`src/rtl/decoder_scan_ctrl_pkg.sv`:
```
// Shared definitions for the decoder scan sequencer: state encoding, widths
// and the index stepping helpers used by the top-level FSM.
package scan_pkg;

  localparam int IDX_W = 3;
  localparam int CNT_W = 8;

  typedef enum logic [1:0] {
    ST_IDLE   = 2'd0,
    ST_BLANK  = 2'd1,
    ST_ACTIVE = 2'd2
  } scan_state_e;

  // Next slot index, wrapping between 0 and last in either direction.
  function automatic logic [IDX_W-1:0] next_index(input logic [IDX_W-1:0] idx,
                                                  input logic             down,
                                                  input logic [IDX_W-1:0] last);
    if (down) begin
      return (idx == '0) ? last : idx - 1'b1;
    end else begin
      return (idx == last) ? '0 : idx + 1'b1;
    end
  endfunction

  function automatic logic is_wrap(input logic [IDX_W-1:0] idx,
                                   input logic             down,
                                   input logic [IDX_W-1:0] last);
    if (down) begin
      return (idx == '0);
    end else begin
      return (idx == last);
    end
  endfunction

endpackage

```
`src/rtl/decoder_scan_ctrl_slot_timer.sv`:
```
// Phase timer for one scan slot: loaded with (phase length - 1) on entry to a
// phase, then counts down; done marks the last cycle of the phase.
module scan_slot_timer
  import scan_pkg::*;
(
  input  logic             clk,
  input  logic             rst,
  input  logic             enable,
  input  logic             load,
  input  logic [CNT_W-1:0] load_val,
  output logic             done
);

  logic [CNT_W-1:0] count_q;

  always_ff @(posedge clk or posedge rst) begin
    if (rst) begin
      count_q <= '0;
    end else if (load) begin
      count_q <= load_val;
    end else if (count_q != '0) begin
      count_q <= count_q - 1'b1;
    end
  end

  assign done = enable && (count_q == '0);

endmodule

```
`src/rtl/decoder_scan_ctrl.sv`:
```
// Scan sequencer for the 3-to-8 decoder: steps I through 0..LAST, holding en
// low for a blanking gap at the start of every slot. Free-run or single-step.
module decoder_scan_ctrl
  import scan_pkg::*;
#(
  parameter int PRESCALE = 4,
  parameter int BLANK    = 1,
  parameter int LAST     = 7
) (
  input  logic             clk,
  input  logic             rst,
  input  logic             run,
  input  logic             dir,
  input  logic             step,
  output logic             en,
  output logic [IDX_W-1:0] I,
  output logic             wrap,
  output logic             busy
);

  // Timer loads are phase length minus one because the loaded cycle counts.
  localparam logic [CNT_W-1:0] BLANK_LOAD  = CNT_W'((BLANK > 0) ? BLANK - 1 : 0);
  localparam logic [CNT_W-1:0] ACTIVE_LOAD = CNT_W'(PRESCALE - BLANK - 1);
  localparam logic [CNT_W-1:0] FIRST_LOAD  = (BLANK > 0) ? BLANK_LOAD : ACTIVE_LOAD;
  localparam scan_state_e      FIRST_STATE = (BLANK > 0) ? ST_BLANK : ST_ACTIVE;
  localparam logic [IDX_W-1:0] LAST_IDX    = IDX_W'(LAST);

  scan_state_e      state_q, state_d;
  logic [IDX_W-1:0] idx_q, idx_d;
  logic             single_q, single_d;
  logic             wrap_q, wrap_d;
  logic             timer_load;
  logic [CNT_W-1:0] timer_val;
  logic             timer_done;

  scan_slot_timer u_timer (
    .clk      (clk),
    .rst      (rst),
    .enable   (state_q != ST_IDLE),
    .load     (timer_load),
    .load_val (timer_val),
    .done     (timer_done)
  );

  always_ff @(posedge clk or posedge rst) begin
    if (rst) begin
      state_q  <= ST_IDLE;
      idx_q    <= '0;
      single_q <= 1'b0;
      wrap_q   <= 1'b0;
    end else begin
      state_q  <= state_d;
      idx_q    <= idx_d;
      single_q <= single_d;
      wrap_q   <= wrap_d;
    end
  end

  // A slot always runs to completion; run and the single-shot flag are only
  // consulted on the final ACTIVE cycle, when the index advances.
  always_comb begin
    state_d    = state_q;
    idx_d      = idx_q;
    single_d   = single_q;
    wrap_d     = 1'b0;
    timer_load = 1'b0;
    timer_val  = '0;
    case (state_q)
      ST_IDLE: begin
        if (run || step) begin
          state_d    = FIRST_STATE;
          timer_load = 1'b1;
          timer_val  = FIRST_LOAD;
          single_d   = !run;
        end
      end
      ST_BLANK: begin
        if (timer_done) begin
          state_d    = ST_ACTIVE;
          timer_load = 1'b1;
          timer_val  = ACTIVE_LOAD;
        end
      end
      ST_ACTIVE: begin
        if (timer_done) begin
          idx_d  = next_index(idx_q, dir, LAST_IDX);
          wrap_d = is_wrap(idx_q, dir, LAST_IDX);
          if (run && !single_q) begin
            state_d    = FIRST_STATE;
            timer_load = 1'b1;
            timer_val  = FIRST_LOAD;
          end else begin
            state_d  = ST_IDLE;
            single_d = 1'b0;
          end
        end
      end
      default: begin
        state_d = ST_IDLE;
      end
    endcase
  end

  assign en   = (state_q == ST_ACTIVE);
  assign busy = (state_q != ST_IDLE);
  assign I    = idx_q;
  assign wrap = wrap_q;

endmodule

```
`config.mk`:
```
export PLATFORM = sky130hd
export DESIGN_NAME = decoder_scan_ctrl
export DESIGN_NICKNAME = d
export VERILOG_FILES = /design/src/rtl/decoder_scan_ctrl_pkg.sv /design/src/rtl/decoder_scan_ctrl_slot_timer.sv /design/src/rtl/decoder_scan_ctrl.sv
export SDC_FILE = /design/constraint.sdc
export NUM_CORES = 1
export LEC_CHECK = 0
export BUFFER_PORTS_ARGS = -buffer_cell sky130_fd_sc_hd__buf_4
export CORE_AREA = 2 2 47 67
export DETAILED_ROUTE_END_ITERATION = 16
export DIE_AREA = 0 0 49 69
export PLACE_DENSITY = 0.5
export SLEW_MARGIN = 20
export SYNTH_ARGS = -nofsm -noshare
export SYNTH_HDL_FRONTEND = slang
export SYNTH_SLANG_ARGS = --single-unit
```
`constraint.sdc`:
```
create_clock -name clk -period 2.6 [get_ports clk]
set_input_delay 0.26 -clock clk [delete_from_list [all_inputs] [get_ports clk]]
set_output_delay 0.26 -clock clk [all_outputs]
set_load 0.005 [all_outputs]
```
# Word-level counts from Yosys, hierarchy flattened
# Index checks and enable logic that the tools add are counted.
# classes
magnitude_cmp,0
div,0
multipliers,0
muxes,24
eq_ne,7
n_addsub,3
shift,0
bitwise,0
n_reduce_logical,15
# op_table
op,n
8-bit 2-to-1 mux,2
1-bit 2-to-1 mux,11
2-bit 2-to-1 mux,5
3-bit 2-to-1 mux,3
8-bit zero test,1
8-bit nonzero test,1
8-bit by 1-bit subtractor with 8-bit output (second input constant),1
2-bit != test (second input constant),3
2-bit case mux with 3 select lines,1
2-bit nonzero test,3
4-bit AND reduction,1
3-bit by 1-bit adder with 3-bit output (second input constant),1
3-bit equality test (second input constant),1
3-bit zero test,1
1-bit case mux with 3 select lines,1
3-bit AND reduction,1
3-bit by 1-bit subtractor with 3-bit output (second input constant),1
2-bit by 1-bit equality test with 1-bit output (second input constant),1
2-bit equality test (second input constant),1
1-bit logical AND,2
1-bit zero test,2
2-bit zero test,1
2-bit by 1-bit != test with 1-bit output (second input constant),1
1-bit case mux with 2 select lines,1
other kinds (2),2
# totals
latchBits,0
ram_bits,0
romBits,0
in_bits,5
elab_cells,54
reg_bits,15
memories,0
out_inout_bits,6

# Logic depth before layout (Yosys ltp)
# logic_depth
word_depth,6
mapped_depth,6

# By module
# From an unflattened synthesis, not the netlist that was laid out.
# hier_totals
hier_cells,104
area_unflattened_um2,959.7
# by_module_without_submodules
mod,area_per_inst_um2,n_inst,cells_each
scan_slot_timer,513.0,1,57
decoder_scan_ctrl,446.7,1,47

# Worst setup path before layout
# No wires, ideal clock.
# synth_timing
kind,reg-to-reg
from,register u_timer.count_q[0]
to,register u_timer.count_q[0]
arrival_ps,1676
setup_ps,151
stages_incl_launch_ff,7
synth_period_minus_slack_ps,1826
setup_slack_ps,774
path_cell_list,dfrtp_1 -> inv_1 -> ha_1 -> or3b_2 -> clkbuf_1 -> a211oi_2 -> nor4_1
# synth_between
elab_chain_cells,5
elab_cells_between_ends,10
# synth_lines
item,line_no,source
from (decl),decoder_scan_ctrl_slot_timer.sv:14,logic [CNT_W-1:0] count_q;
from (signal assigned),decoder_scan_ctrl_slot_timer.sv:20,count_q <= load_val;
from (signal assigned),decoder_scan_ctrl_slot_timer.sv:22,count_q <= count_q - 1'b1;
"parallel branches: the longest is 5 deep, another holds 8-bit by 1-bit subtractor with 8-bit output",n/a,
# Several ways; the timed one is not identified. The select of a mux whose other input is x is not followed.
# A chain may end at the register's enable or synchronous reset.

# Worst setup path after layout
# Ends and elaborated chain as after synthesis.

==> key figures <==
Synth
  – YS warnings: 0
  – Post-synthesis sequential area ratio: roughly two fifths
  – Post-Synthesis Cells: 92
  – Most frequent cell after synthesis: dfrtp_1
  – Synth Cell Area: between 900 and 1000 sq um
  – Number of synthesized flops with an enable pin: 0
  – Post-synth ARST share: 100%
  – Synth top area share: about two fifths
  – Leading area contributor after synthesis: dfrtp_1
  – Post-synth cell types: 35
  – Commonest cells in the netlist: 15 x dfrtp_1, 7 x inv_1, 6 x a211oi_1, 6 x ha_1, 5 x nor2_1
  – Synth Register Bits: 15
  – Predominant post-synthesis flop cell: dfrtp_1
  – Avg Inst Size Synth: 10.2 sq um
  – Post-Syn Nets: approximately 100
  – Top cells by area, synth: dfrtp_1 40%, ha_1 8.0%, a211oi_1 4.8%

Setup path
  – Crit end category: register
  – CP arrival: 2.14 ns
  – CP required: 2.70 ns
  – Crit Path Category: reg2reg
  – Worst-path fanout max: 7
  – Critical Path Start Type: register

Timing
  – Min Tclk post-route: just over 2 ns
  – Fin crit share: between 70% and 80%
  – Max_slew headroom: a little under half
  – Slew Viols, Final: 0
  – Worst Skew: approximately 0.008 ns
  – Setup_tns: 0 ns
  – Worst Tran Pin Value: approximately 0.78 ns
  – RSZ-0062 raised after global routing: false
  – WHS: about 0.067 ns
  – Final hold vios: 0
  – # setup viols final: 0
  – Maximum clock frequency: 490 MHz

Routing
  – Via/cell ratio: 5.53
  – DRT Wirelength: around 2.2 mm
  – Residual DRC: 0
  – ANT nets after route: 0
  – DR iter-0 viols: 27
  – Vias: between 700 and 800
  – TritonRoute pass-1 iters: 4
  – Routed len/inst: 15.1 um

Clock network
  – # hold bufs at CTS: 0
  – CTS Buf Count: 3
  – Root Buffer: clkbuf_8
  – H-tree depth: 1
  – Later-pin clock latency in the skew report: about 0.26 ns
  – Post-CTS setup buffers: 0
  – CTS tree: done
  – CTS max path bufs: 2
  – Clock transition at path regs: around 0.070 ns
  – Post-CTS resize count: 0
  – Clk sinks: 15

Status
  – Status: finished clean

Worst hold path
  – Worst Hold Class: in2async

Power and ir drop
  – Int Power: ~790 uW
  – Psw: just under 600 uW
  – Comb power frac: around 53%
  – Flop pwr share: between 30% and 40%
  – Clock power share: between 10% and 20%
  – Pwr Total: between 1 and 1.5 mW
  – PD cells: between 1000 and 1500 nW/um^2
  – Sw frac: a little over two fifths
  – Max rail drop VDD: between 0.0006 and 0.0007 V
  – LEAKAGE: just under 0.5 nW

Floorplan
  – Initial Util: ~34%
  – Die X: ~49 um
  – Rows: 23
  – Core area: ~2800 sq um
  – Die height: approximately 69 um
  – I/O pins: 11
  – Die ar.: around 3400 sq um

Place
  – IO Port Bufs: 10
  – RePlAce Congestion: slightly below 0.8
  – Hpwl dp: ~1.6 mm

Global routing
  – Gr usage total: ~14%
  – Grt total ovfl: 0
  – Maximum number of pins on one net before global-route repair: 16
  – Vias in the first global route: about 780
  – Initial antenna violation count: 0
  – Global-route wire length before repair: 3.71 mm

Final layout
  – Ant. Diodes: 0
  – Area grow syn2layout: 17.5%
  – Proportion of layout cells with a drive suffix above 1: a little under a quarter
  – NumNets Final: about 120
  – Final core area utilization: 39.5%

Flow run
  – Max-cap viol count: 0
metal layers:
metal  global-route usage (%)  vias up  routed length [um]
met5                        0        -                   0
li1                         -      379                   -
met2                     22.8       13                1090
met1                     17.1      392                 949
met3                     2.60        7                  61
met4                     7.94        0                  57
per-stage QoR:
stage | setup WS [ns] | std cells | cell area (sq um)
floorplan | 0.774 | 92 | 938
global route | 0.483 | 143 | 1100
detailed placement | 0.613 | 139 | 1060
finish | 0.559 | 143 | 1100
CTS | 0.565 | 143 | 1100
global placement | 0.615 | 139 | 1060
power groups by stage:
stage               logic, mW  registers, mW  clock network (mW)
floorplan               0.554          0.402                   0
global placement        0.718          0.436                   0
detailed placement      0.728          0.437                   0
CTS                     0.734          0.435               0.204
global route            0.814          0.454               0.213
finish                  0.731          0.439               0.200
cell type report:
| cell class | instances | area, sq um |
|---|---|---|
| Fill cell | 288 | 1690 |
| Multi-Input combinational cell | 67 | 510 |
| Sequential cell | 15 | 375 |
| Timing Repair Buffer | 13 | 97.6 |
| Tap cell | 37 | 46.3 |
| Clock buffer | 3 | 41.3 |
| Inverter | 7 | 26.3 |
| Clock inverter | 1 | 5.00 |
flip-flops by register name, summed over array words and instances, names as in the netlist:
signal / flops
single_q: 1
u_timer.count_q: 8
I: 3
state_q: 2
wrap: 1
path summary, 6_finish.rpt:
path                                    startpoint  slack [ns]  cells after the start                 end
worst max-delay path            u_timer.count_q[0]        0.56                      5  u_timer.count_q[0]
worst min-delay path                           rst        0.07                      2  u_timer.count_q[4]
worst max register to register  u_timer.count_q[0]        0.56                      5  u_timer.count_q[0]
worst min register to register            single_q        0.58                      2            single_q
max in group asynchronous                      rst        2.14                      2  u_timer.count_q[3]
min in group clk                               run        0.21                      2            single_q
critical path, cell delays in order, from the launching register on:
cell	delay, ns
dfrtp_1	0.39
inv_1	0.10
ha_1	0.17
or3b_2	0.53
a211oi_2	0.55
nor4_1	0.14
kinds of logic after synthesis:
logic type | synth area share, %
AND/OR/NAND/NOR | 21.3
adder cells (fa/ha/maj) | 8.00
AO/OA/AOI/OAI | 20.9
buffers and inverters | 5.60
flip-flops | 40.0
XOR/XNOR | 0.934
multiplexers | 3.20
placed cells by master, fill, tap and decap left out, drive strengths merged, types with 4 or more instances in the layout:
master / netlist / final
buf: 2 / 13
a211oi: 8 / 8
ha: 6 / 6
inv: 7 / 7
or4: 5 / 5
nand2b: 4 / 4
nor2: 5 / 5
o21ai: 4 / 4
dfrtp: 15 / 15
Note: power is estimated with default switching activity, not from simulation.
